`src/rtl/sdiv_amisha.sv`:
```
// Sequential signed/unsigned restoring divider: W-bit operands, start/ready/done_tick handshake.
// Optional abort input enabled by defining SDIV_ABORT_EN.
module sdiv_amisha #(
  parameter int W    = 16,
  parameter int CBIT = 5
) (
  input  logic         clk_amisha,
  input  logic         rst_n_amisha,
  input  logic         start_amisha,
  input  logic         signed_amisha,
  input  logic [W-1:0] dvnd_amisha,
  input  logic [W-1:0] dvsr_amisha,
`ifdef SDIV_ABORT_EN
  input  logic         abort_amisha,
`endif
  output logic         ready_amisha,
  output logic         done_tick_amisha,
  output logic         div_zero_amisha,
  output logic         ovf_amisha,
  output logic [W-1:0] quo_amisha,
  output logic [W-1:0] rmd_amisha
);

  typedef enum logic [2:0] {
    S_IDLE  = 3'd0,
    S_OP    = 3'd1,
    S_LAST  = 3'd2,
    S_FIXUP = 3'd3,
    S_DONE  = 3'd4
  } state_e;

  state_e         state_q, state_d;
  logic [W-1:0]   rh_q, rh_d, rl_q, rl_d, d_q, d_d;
  logic [CBIT-1:0] n_q, n_d;
  logic           sq_q, sq_d, sr_q, sr_d, ovfp_q, ovfp_d;
  logic [W-1:0]   quo_q, quo_d, rmd_q, rmd_d;
  logic           dz_q, dz_d, ovf_q, ovf_d;

  logic           abort;
  logic [W-1:0]   mag_dvnd, mag_dvsr, rh_tmp;
  logic           q_bit;

`ifdef SDIV_ABORT_EN
  assign abort = abort_amisha;
`else
  assign abort = 1'b0;
`endif

  assign mag_dvnd = (signed_amisha && dvnd_amisha[W-1]) ? -dvnd_amisha : dvnd_amisha;
  assign mag_dvsr = (signed_amisha && dvsr_amisha[W-1]) ? -dvsr_amisha : dvsr_amisha;
  assign q_bit    = (rh_q >= d_q);
  assign rh_tmp   = q_bit ? (rh_q - d_q) : rh_q;

  // NOTE: every variable gets a default before the case so no path leaves one unassigned (no latches).
  always_comb begin
    state_d = state_q;
    rh_d    = rh_q;
    rl_d    = rl_q;
    d_d     = d_q;
    n_d     = n_q;
    sq_d    = sq_q;
    sr_d    = sr_q;
    ovfp_d  = ovfp_q;
    quo_d   = quo_q;
    rmd_d   = rmd_q;
    dz_d    = dz_q;
    ovf_d   = ovf_q;
    unique case (state_q)
      S_IDLE: begin
        if (start_amisha) begin
          // The first shift is folded into the accept edge so that W-1 OP
          // cycles plus LAST consume all W dividend bits.
          d_d    = mag_dvsr;
          rh_d   = {{(W-1){1'b0}}, mag_dvnd[W-1]};
          rl_d   = {mag_dvnd[W-2:0], 1'b0};
          n_d    = CBIT'(W-1);
          sq_d   = signed_amisha & (dvnd_amisha[W-1] ^ dvsr_amisha[W-1]);
          sr_d   = signed_amisha & dvnd_amisha[W-1];
          ovfp_d = signed_amisha && (dvnd_amisha == {1'b1, {(W-1){1'b0}}})
                   && (dvsr_amisha == '1);
          if (dvsr_amisha == '0) begin
            quo_d   = '1;
            rmd_d   = dvnd_amisha;
            dz_d    = 1'b1;
            ovf_d   = 1'b0;
            state_d = S_DONE;
          end else begin
            state_d = S_OP;
          end
        end
      end
      S_OP: begin
        if (abort) begin
          state_d = S_IDLE;
        end else begin
          rl_d = {rl_q[W-2:0], q_bit};
          rh_d = {rh_tmp[W-2:0], rl_q[W-1]};
          n_d  = n_q - 1'b1;
          if (n_q == CBIT'(1)) state_d = S_LAST;
        end
      end
      S_LAST: begin
        if (abort) begin
          state_d = S_IDLE;
        end else begin
          rl_d    = {rl_q[W-2:0], q_bit};
          rh_d    = rh_tmp;
          state_d = S_FIXUP;
        end
      end
      S_FIXUP: begin
        if (abort) begin
          state_d = S_IDLE;
        end else begin
          quo_d   = sq_q ? -rl_q : rl_q;
          rmd_d   = sr_q ? -rh_q : rh_q;
          ovf_d   = ovfp_q;
          dz_d    = 1'b0;
          state_d = S_DONE;
        end
      end
      S_DONE:  state_d = S_IDLE;
      default: state_d = S_IDLE;
    endcase
  end

  // NOTE: sequential state uses non-blocking assignments so all registers update together at the edge.
  always_ff @(posedge clk_amisha or negedge rst_n_amisha) begin
    if (!rst_n_amisha) begin
      state_q <= S_IDLE;
      rh_q    <= '0;
      rl_q    <= '0;
      d_q     <= '0;
      n_q     <= '0;
      sq_q    <= 1'b0;
      sr_q    <= 1'b0;
      ovfp_q  <= 1'b0;
      quo_q   <= '0;
      rmd_q   <= '0;
      dz_q    <= 1'b0;
      ovf_q   <= 1'b0;
    end else begin
      state_q <= state_d;
      rh_q    <= rh_d;
      rl_q    <= rl_d;
      d_q     <= d_d;
      n_q     <= n_d;
      sq_q    <= sq_d;
      sr_q    <= sr_d;
      ovfp_q  <= ovfp_d;
      quo_q   <= quo_d;
      rmd_q   <= rmd_d;
      dz_q    <= dz_d;
      ovf_q   <= ovf_d;
    end
  end

  assign ready_amisha     = (state_q == S_IDLE);
  assign done_tick_amisha = (state_q == S_DONE);
  assign div_zero_amisha  = dz_q;
  assign ovf_amisha       = ovf_q;
  assign quo_amisha       = quo_q;
  assign rmd_amisha       = rmd_q;

endmodule

```
`config.mk`:
```
export PLATFORM = sky130hd
export DESIGN_NAME = sdiv_amisha
export DESIGN_NICKNAME = d
export VERILOG_FILES = /design/src/rtl/sdiv_amisha.sv
export SDC_FILE = /design/constraint.sdc
export NUM_CORES = 1
export LEC_CHECK = 0
export ABC_AREA = 1
export BUFFER_PORTS_ARGS = -buffer_cell sky130_fd_sc_hd__clkbuf_2
export CAP_MARGIN = 20
export CORE_ASPECT_RATIO = 1.1
export CORE_MARGIN = 2
export CORE_UTILIZATION = 30
export DETAILED_ROUTE_END_ITERATION = 16
export MAX_ROUTING_LAYER = met4
export SLEW_MARGIN = 20
export SYNTH_ARGS = -nofsm -noshare
export SYNTH_HDL_FRONTEND = slang
export SYNTH_SLANG_ARGS = --single-unit
```
`constraint.sdc`:
```
create_clock -name clk_amisha -period 2.4 [get_ports clk_amisha]
set_input_delay 0.48 -clock clk_amisha [delete_from_list [all_inputs] [get_ports clk_amisha]]
set_output_delay 0.48 -clock clk_amisha [all_outputs]
set_load 0.005 [all_outputs]
```
==> flow_summary.json <==
{
  "drt_pre_antenna_iters": 6,
  "period_share_pct": 92.08,
  "outcome": "complete, no violations",
  "slew_violations": 0,
  "yosysUniqueCellTypes": 45,
  "synthTopCellsByArea": "dfrtp_1 34%, nand2_1 17%, nand3_1 10%",
  "yosysWarnings": 0,
  "via_count": 7148,
  "dpl.hpwl_microns": 16480,
  "cpMaxStageDelayCell": "fa_2",
  "cpPeakStageDelay_ns": 0.36,
  "synth_fp_nets": 1114,
  "row_count": 58,
  "relSlewSlack_pct": 55.06,
  "clk_pin_slew_ns": 0.08,
  "ant_nets": 0,
  "tritoncts": "done",
  "numCtsBuffers": 9,
  "ys_ff_latch": 93,
  "critPathArrivalTime_ns": 2.49,
  "grt_max_degree": 37,
  "final_nets": 1193,
  "timing.critical_path.mode_cell": "nand3_1",
  "post-route-drc-count": 0,
  "r2r_cells": 13,
  "seq_area_sq_mm": 0.002327,
  "cp_top_family": "simple AND/OR/NAND/NOR gates",
  "grt_overflow": 0,
  "initial_core_util_pct": 30.32,
  "layout-drive-gt1-share_pct": 11.95,
  "p_total_uw": 11760,
  "r2r_start": "rh_q[0]",
  "pin_count": 72,
  "setup_violations": 0,
  "root_buffer": "clkbuf_16",
  "p_leak_uw": 0.004032,
  "tightestPinTransition_ns": 0.6734,
  "fmax_mhz": 452.5,
  "min_path_type": "primary input to async pin",
  "synth_top_area_share_pct": 33.79,
  "dieArea_sq_mm": 0.02419,
  "cts_sinks": 93,
  "htree_levels": 3,
  "rsz0062_at_grt": "false",
  "grt_pass1_vias": 6848,
  "drt_iter0_drc": 484,
  "finalCriticalPeriod_ns": 2.210,
  "finClkSkew_ns": 0.01167,
  "antenna_found_initial": 0,
  "drt-total-wl_microns": 21020,
  "yosys.area.top_type": "dfrtp_1",
  "clk_latency_ns": 0.36,
  "start_kind": "register",
  "path_buf_inv": 3,
  "cellPowerDensity_mw_per_mm2": 1472,
  "die_h_microns": 162.9,
  "ys_seq_area_share_pct": 33.79,
  "nFillCells": 2499,
  "path_class": "register to register",
  "avgSynthCellArea_sq_um": 6.535,
  "synthToLayoutAreaGrowth_pct": 16.00,
  "viasPerCell": 4.971,
  "fin_hold_ws_ns": 0.03418,
  "cts.path.max_buffers": 2,
  "grt_pass1_wl_microns": 34560,
  "n_antenna_cell": 0,
  "cp_max_fo": 11,
  "routedWlPerCell_microns": 14.62,
  "utilization_pct": 35.18,
  "grt_usage_pct": 18.33,
  "hold_violations": 0,
  "coreArea_sq_mm": 0.02271,
  "reg2reg_to": "rh_q[0]",
  "hold_buffers": 0,
  "max-cap-violations": 0,
  "fin_tns_setup_ns": 0,
  "multi_input_area_sq_mm": 0.003862,
  "vdd_drop_max_mv": 0.5369,
  "netlist_area_sq_mm": 0.006888,
  "syn-instance-count": 1054,
  "die_w_microns": 148.5,
  "crit_chain": "inv_1, ha_1, fa_2, inv_1, nand2_1, nand2_1, nand3_1, nand3_1, nand2_2, buf_4, nand3_1, nand3_1, a21oi_1",
  "r2r_slack_ns": 0.19,
  "io_buffers": 71,
  "worstSetupEndpointType": "register",
  "cp_data_required_time_ns": 2.68,
  "place_congestion": 0.8902
}
==> state kept, by name, summed over array words and instances, names as in the netlist, 3 cells and up <==
name / flops
d_q: 16
n_q: 5
quo_amisha: 16
rh_q: 16
rl_q: 16
rmd_amisha: 16
state_q: 3
==> timing repair <==
| item | in CTS | in global routing |
|---|---|---|
| setup endpoints to repair | 0 | 11 |
| hold endpoints to repair | 0 | 0 |
| gates resized for setup | 0 | 3 |
| setup buffers | 0 | 3 |
==> power by group <==
| part | internal, uW | switching, uW |
|---|---|---|
| clock network | 705 | 673 |
| logic | 2610 | 4880 |
| registers | 2300 | 591 |
| total | 5620 | 6150 |
==> worst max-delay path by stage <==
stage / slack, ns / end / cells after the start / from
after global routing: 0.03 / rh_q[10] / 14 / rh_q[0]
after detailed placement: 0.15 / rh_q[15] / 14 / rh_q[0]
after CTS: 0.12 / rh_q[15] / 14 / rh_q[0]
after global placement: 0.23 / rh_q[15] / 14 / rh_q[0]
after floorplan: 0.37 / rh_q[4] / 14 / rh_q[0]
final: 0.19 / rh_q[0] / 13 / rh_q[0]
==> synthesized netlist by cell type (all sizes together) <==
cell / instances
nand2: 305
o211ai: 8
o221ai: 3
a21oi: 39
inv: 147
o21a: 1
dfrtp: 93
xor2: 17
buf: 22
nor2: 103
or2: 2
nor3: 24
nand2b: 1
o22ai: 5
a21o: 2
nand3b: 3
xnor2: 4
o32ai: 1
nand4: 18
clkinv: 1
o311ai: 1
a22oi: 4
ha: 23
nand3: 141
a32oi: 1
nor4: 2
a31oi: 2
fa: 1
o21ai: 67
o31ai: 3
clkbuf: 10
==> per-stage QoR <==
stage | setup slack, ns | instance area [sq um] | instances
detailed placement | 0.1451 | 7666 | 1418
global placement | 0.2299 | 7666 | 1418
global route | 0.02755 | 7990 | 1438
CTS | 0.1172 | 7943 | 1434
finish | 0.1900 | 7990 | 1438
floorplan | 0.3746 | 6888 | 1054
==> layer usage <==
metal / GRT usage (%) / part of all wire (%) / up-vias
met5: - / 0 / -
met4: 6.320 / 2.5 / 0
met3: 1.625 / 4.4 / 38
met2: 29.00 / 46 / 193
met1: 24.72 / 47 / 3331
li1: - / - / 3586
==> cell families after synthesis <==
| kind of cell | Yosys count | synth area share (%) |
|---|---|---|
| AO/OA/AOI/OAI | 137 | 11.28 |
| XOR/XNOR | 21 | 2.670 |
| adder cells (fa/ha/maj) | 24 | 4.469 |
| flip-flops | 93 | 33.79 |
| AND/OR/NAND/NOR | 599 | 37.29 |
| buffers and inverters | 180 | 10.50 |
==> cell type report <==
cell class              count  share of cell area, %
multi-input cells         782                  48.34
clock buffers               9                  2.819
inverters                 148                  6.953
clock inverters             7                 0.6420
repair buffers             99                  7.422
flip-flops and latches     93                  29.13
well taps                 300                  4.698
==> cells in the final DEF, fill, tap and decap left out, drive strengths merged, types with 8 or more instances in the layout <==
cell    instances
nand2         306
inv           148
nand3         141
nor2          103
dfrtp          93
clkbuf         79
o21ai          67
a21oi          39
buf            29
nor3           24
ha             23
nand4          18
xor2           17
o211ai          8
Power figures use the tool's default switching activity.
